### config.mk
export PLATFORM = sky130hd
export DESIGN_NAME = sc_io_port_bank_flat
export DESIGN_NICKNAME = d
export VERILOG_FILES = /design/src/rtl/sc_io_port_bank_if.sv /design/src/rtl/sc_io_port_bank.sv /design/src/flat_wrapper.sv
export SDC_FILE = /design/constraint.sdc
export NUM_CORES = 1
export LEC_CHECK = 0
export CORE_MARGIN = 4
export CORE_UTILIZATION = 28
export DETAILED_ROUTE_END_ITERATION = 10
export PLACE_DENSITY = 0.57
export SKIP_LAST_GASP = 1
export SLEW_MARGIN = 10
export SYNTH_ARGS = -nofsm -noshare
export SYNTH_HDL_FRONTEND = slang
export SYNTH_SLANG_ARGS = --single-unit
### constraint.sdc
create_clock -name clock -period 10.9 [get_ports clock]
set_clock_uncertainty 0.2 [all_clocks]
set_input_delay 2.18 -clock clock [delete_from_list [all_inputs] [get_ports clock]]
set_output_delay 2.18 -clock clock [all_outputs]
set_load 0.1 [all_outputs]
### src/rtl/sc_io_port_bank_if.sv
// CPU load/store bus as seen by a memory-mapped peripheral.
// The master drives address, store data and strobe; the slave answers with decode and read data.
interface sc_io_port_bank_if #(
  parameter int DW = 32
);
  logic [31:0]   addr;
  logic [DW-1:0] datain;
  logic          we;
  logic          sel;
  logic [DW-1:0] dataout;

  modport master (output addr, datain, we, input sel, dataout);
  modport slave  (input addr, datain, we, output sel, dataout);
endinterface

### src/rtl/sc_io_port_bank.sv
// Memory-mapped I/O bank: R/W output registers, synchronised and debounced inputs,
// a write-1-to-clear change-status register and a maskable registered interrupt.
module sc_io_port_bank #(
  parameter int          DW         = 32,
  parameter int          NUM_OUT    = 3,
  parameter int          NUM_IN     = 2,
  parameter int          DEB_CYCLES = 4,
  parameter logic [31:0] BASE_ADDR  = 32'h80
) (
  input  logic                   clock,
  input  logic                   reset,
  sc_io_port_bank_if.slave       bus,
  output logic [NUM_OUT*DW-1:0]  out_port,
  input  logic [NUM_IN*DW-1:0]   in_port,
  output logic                   irq
);
  localparam logic [15:0] CNT_LAST  = 16'(DEB_CYCLES - 1);
  localparam logic [4:0]  WORD_STAT = 5'h18;
  localparam logic [4:0]  WORD_IEN  = 5'h19;

  logic [31:0]          offset;
  logic [4:0]           word;
  logic                 wr;
  logic                 wr_stat;
  logic                 wr_ien;
  logic [1:0]           unused_offset_lsbs;
  logic [NUM_IN*DW-1:0] stable_flat;
  logic [NUM_IN-1:0]    accept;
  logic [NUM_IN-1:0]    stat_reg;
  logic [NUM_IN-1:0]    stat_next;
  logic [NUM_IN-1:0]    ien_reg;
  logic [NUM_IN-1:0]    ien_next;
  logic [DW-1:0]        rd_data;

  // Subtract first so a window that is not 128-byte aligned still decodes correctly.
  assign offset             = bus.addr - BASE_ADDR;
  assign bus.sel            = (bus.addr >= BASE_ADDR) && (offset[31:7] == 25'd0);
  assign word               = offset[6:2];
  assign unused_offset_lsbs = offset[1:0];
  assign wr                 = bus.we & bus.sel;
  assign wr_stat            = wr && (word == WORD_STAT);
  assign wr_ien             = wr && (word == WORD_IEN);

  genvar gi;
  generate
    for (gi = 0; gi < NUM_OUT; gi++) begin : g_out
      logic [DW-1:0] out_reg;
      always_ff @(posedge clock or posedge reset) begin
        if (reset) begin
          out_reg <= '0;
        end else if (wr && (word == 5'(gi))) begin
          out_reg <= bus.datain;
        end
      end
      assign out_port[gi*DW +: DW] = out_reg;
    end

    for (gi = 0; gi < NUM_IN; gi++) begin : g_in
      logic [DW-1:0] sync1_reg;
      logic [DW-1:0] sync2_reg;
      logic [DW-1:0] stable_reg;
      logic [15:0]   cnt_reg;
      always_ff @(posedge clock or posedge reset) begin
        if (reset) begin
          sync1_reg  <= '0;
          sync2_reg  <= '0;
          stable_reg <= '0;
          cnt_reg    <= '0;
        end else begin
          sync1_reg <= in_port[gi*DW +: DW];
          sync2_reg <= sync1_reg;
          // Only a return to the accepted value restarts the count.
          if (sync2_reg == stable_reg) begin
            cnt_reg <= '0;
          end else if (cnt_reg == CNT_LAST) begin
            stable_reg <= sync2_reg;
            cnt_reg    <= '0;
          end else begin
            cnt_reg <= cnt_reg + 16'd1;
          end
        end
      end
      assign accept[gi]                = (sync2_reg != stable_reg) && (cnt_reg == CNT_LAST);
      assign stable_flat[gi*DW +: DW]  = stable_reg;
    end
  endgenerate

  // A change accepted in the same cycle as a clear keeps its bit set.
  always_comb begin
    stat_next = (stat_reg & ~(wr_stat ? bus.datain[NUM_IN-1:0] : '0)) | accept;
    ien_next  = wr_ien ? bus.datain[NUM_IN-1:0] : ien_reg;
  end

  always_ff @(posedge clock or posedge reset) begin
    if (reset) begin
      stat_reg <= '0;
      ien_reg  <= '0;
      irq      <= 1'b0;
    end else begin
      stat_reg <= stat_next;
      ien_reg  <= ien_next;
      irq      <= |(stat_next & ien_next);
    end
  end

  always_comb begin
    rd_data = '0;
    if (bus.sel) begin
      for (int i = 0; i < NUM_OUT; i++) begin
        if (word == 5'(i)) rd_data = out_port[i*DW +: DW];
      end
      for (int j = 0; j < NUM_IN; j++) begin
        if (word == 5'(16 + j)) rd_data = stable_flat[j*DW +: DW];
      end
      if (word == WORD_STAT) rd_data = DW'(stat_reg);
      if (word == WORD_IEN)  rd_data = DW'(ien_reg);
    end
  end

  assign bus.dataout = rd_data;
endmodule

### src/flat_wrapper.sv
// flat-port wrapper written by rule: the top's interface ports become plain ports
module sc_io_port_bank_flat 
#(
  parameter int          DW         = 32,
  parameter int          NUM_OUT    = 3,
  parameter int          NUM_IN     = 2,
  parameter int          DEB_CYCLES = 4,
  parameter logic [31:0] BASE_ADDR  = 32'h80
)
  (clock, reset, out_port, in_port, irq, bus_addr, bus_datain, bus_we, bus_sel, bus_dataout);
  sc_io_port_bank_if #(.DW(DW)) bus_i ();
  input  logic clock;
  input  logic reset;
  output logic [NUM_OUT*DW-1:0] out_port;
  input  logic [NUM_IN*DW-1:0] in_port;
  output logic irq;
  input wire logic [$bits(bus_i.addr)-1:0] bus_addr;
  input wire logic [$bits(bus_i.datain)-1:0] bus_datain;
  input wire logic [$bits(bus_i.we)-1:0] bus_we;
  output wire logic [$bits(bus_i.sel)-1:0] bus_sel;
  output wire logic [$bits(bus_i.dataout)-1:0] bus_dataout;
  assign bus_i.addr = bus_addr;
  assign bus_i.datain = bus_datain;
  assign bus_i.we = bus_we;
  assign bus_sel = bus_i.sel;
  assign bus_dataout = bus_i.dataout;
  sc_io_port_bank #(.DW(DW), .NUM_OUT(NUM_OUT), .NUM_IN(NUM_IN), .DEB_CYCLES(DEB_CYCLES), .BASE_ADDR(BASE_ADDR)) u_core (.clock(clock), .reset(reset), .bus(bus_i), .out_port(out_port), .in_port(in_port), .irq(irq));
endmodule
==> metrics <==
status=finished, final reports clean; # resized after CTS=0; First-pass DRT Iterations=7; gate count of the mapped netlist=884; commonest cells after routing, fill and taps aside=325 x dfrtp_1, 258 x clkdlybuf4s50_1, 123 x mux2_2; Max Cap Viol=0; Synth Warn #=0; fraction of layout cells with a size suffix above 1=0.201; Port Buffers=258; main combinational cell family by area after synthesis=multiplexers; pin count of the biggest net entering global routing=198; area added between synthesis and finish=35.8%; DRT Wirelength=36400 µm; power consumption=2.68 mW; xor/xnor share of the synthesized area=0.0633; std cell rows=77; Post-synth ARST share=1.00; final core utilization=0.387; Crit. End Element=primary output; register area share after synthesis=0.639; Largest register FFs=96; Post-Layout Cell Count=1772; # hold bufs at CTS=0; WP buf/inv=2; Cells after DPL=1706; RSZ-0062 raised after global routing=false; grt total ovfl=0; Leakage=7.25 nW; critical path cell sequence=clkdlybuf4s50_1 > or4_4 > nor2_4 > a222oi_1 > a21oi_1 > clkdlybuf4s50_1; antenna viol nets, final=0; Placement Cell Area=16000 µm²; post-synth top area share=0.639; source of the worst hold timing path=u_core.g_in[0].sync1_reg[21]$_DFF_PP0_; gpl congestion=0.826; leading area contributor after synthesis=dfrtp_1; Tmin final=8810 ps; Final Hold Viols=0; EDFF count, synth=0; Worst-Skew Late Latency=550 ps; Reg clk slew, reported paths=60 ps; Synth Flop Type=dfrtp_1; CP max stage cell=clkdlybuf4s50_1; CP dominant cell by count=clkdlybuf4s50_1; most common cell after layout, fill and taps aside=dfrtp_1; first-pass GRT wire length=54900 µm; core footprint=44600 µm²; initial antenna violation count=2; routed vias=8247; Setup CP Type=in2out; Die X=221 µm; initial drt markers=572; clock sinks=325; Slew @ Worst Pin=1120 ps; die area=48900 µm²; via/cell ratio=4.65; setup violators final=0; multiplexer share of the synthesized area=0.156; Mapped Nets=1017; Synth area leaders=dfrtp_1 64%, mux2_2 11%, xnor2_1 5.2%; CTS tree=built; Peak supply drop=0.116 mV; Synth Area in Adders=0.00197; ant diodes=0; Crit path required time=8520 ps; Worst slew margin=0.254; Global Route Usage Sum=0.145; H-tree levels=2; Final period util=0.809; CTS buffer count=38; Distinct cells, synth=44; IO Count=261; design area=17300 µm²; delay-heaviest family, CP=buffers and inverters; root buffer cell=clkbuf_16; fmax=113 MHz; Worst R2R Start=u_core.g_in[1].stable_reg[1]$_DFFE_PP0P_; vias in the first global route=8690; max-slew violations=0; final-stage net count=1288; Hold/Removal Path Class=reg2reg; post-CTS setup buffers=0; post-synthesis simple-gate area fraction=0.0645; Crit. Startpoint=bus_addr[2]; Die Ht=221 µm; Final HPWL DP=26400 µm; setup TNS=0 ps; Synth Register Bits=325; Worst Path Arrival=6430 ps; CTS Buffer Depth=3; startpoint class of the critical path=primary input; syn avg cell area=14.4 µm²; Syn Std Cell Area=12700 µm²; initial core utilization=0.285; drc violations=0; WL/cell=20.6 µm; Worst path max stage delay=1210 ps; PwrDens=155 nW/µm²; Max FO, Critical Path=33; fillers=4194; complex-gate fraction of the synthesized area=0.0594
[routing by layer]
metal  routed length (µm)  GRT usage
met5                   13          0
met4                  959     0.0427
met3                 2230     0.0376
met2                16300      0.222
met1                16900      0.205
[area by class of cell]
cell class	instances	area, µm²	area share
Sequential cell	325	8130	0.471
Clock buffer	51	1100	0.0637
Multi-Input combinational cell	517	4420	0.256
Inverter	5	22.5	0.00130
Timing Repair Buffer	268	2680	0.155
Clock inverter	14	178	0.0103
Tap cell	592	741	0.0429
[synthesized netlist by cell type, types with 3 or more instances]
| cell type | number |
|---|---|
| dfrtp_1 | 325 |
| mux2_2 | 123 |
| xnor2_1 | 75 |
| nor2_1 | 47 |
| a21oi_1 | 32 |
| mux2_4 | 30 |
| a22oi_1 | 29 |
| a222oi_1 | 27 |
| nand4_1 | 26 |
| nand2_1 | 19 |
| buf_2 | 17 |
| xor2_1 | 17 |
| clkbuf_1 | 15 |
| nand3_1 | 15 |
| nor4_1 | 15 |
| and3_1 | 11 |
| mux2_1 | 11 |
| inv_1 | 5 |
| nor3_1 | 5 |
| a221oi_1 | 4 |
| buf_6 | 3 |
| nor4b_1 | 3 |
| o21ai_0 | 3 |
[logic make-up after synthesis]
group                    after synthesis
XOR/XNOR                              92
flip-flops                           325
AND/OR/NAND/NOR                      155
adder cells (fa/ha/maj)                2
buffers and inverters                 42
AO/OA/AOI/OAI                        102
multiplexers                         166
[report_power, final]
group          total (mW)  switching (mW)  internal, mW
Clock                1.28           0.501         0.780
Sequential           1.27          0.0279          1.24
Combinational       0.129          0.0585        0.0707
[stage by stage]
step                      hold slack, ps  setup WS (ps)
after global placement               136           2140
after global routing                 149           2000
after detailed placement             135           2120
after floorplan                      131           3130
after CTS                            144           2130
final                                141           2090
[path summary, 6_finish.rpt]
path | endpoint | slack (ps) | depth (start not counted)
worst min-delay path | u_core.g_in[0].sync2_reg[21]$_DFF_PP0_ | 140 | 0
worst min register to register | u_core.g_in[0].sync2_reg[21]$_DFF_PP0_ | 140 | 0
min in group asynchronous | u_core.g_in[1].sync1_reg[30]$_DFF_PP0_ | 2000 | 3
worst max-delay path | bus_dataout[4] | 2090 | 6
max in group asynchronous | u_core.g_out[0].out_reg[15]$_DFFE_PP0P_ | 6990 | 4
worst max register to register | u_core.irq$_DFF_PP0_ | 7860 | 6
(Power assumes the default switching activity.)
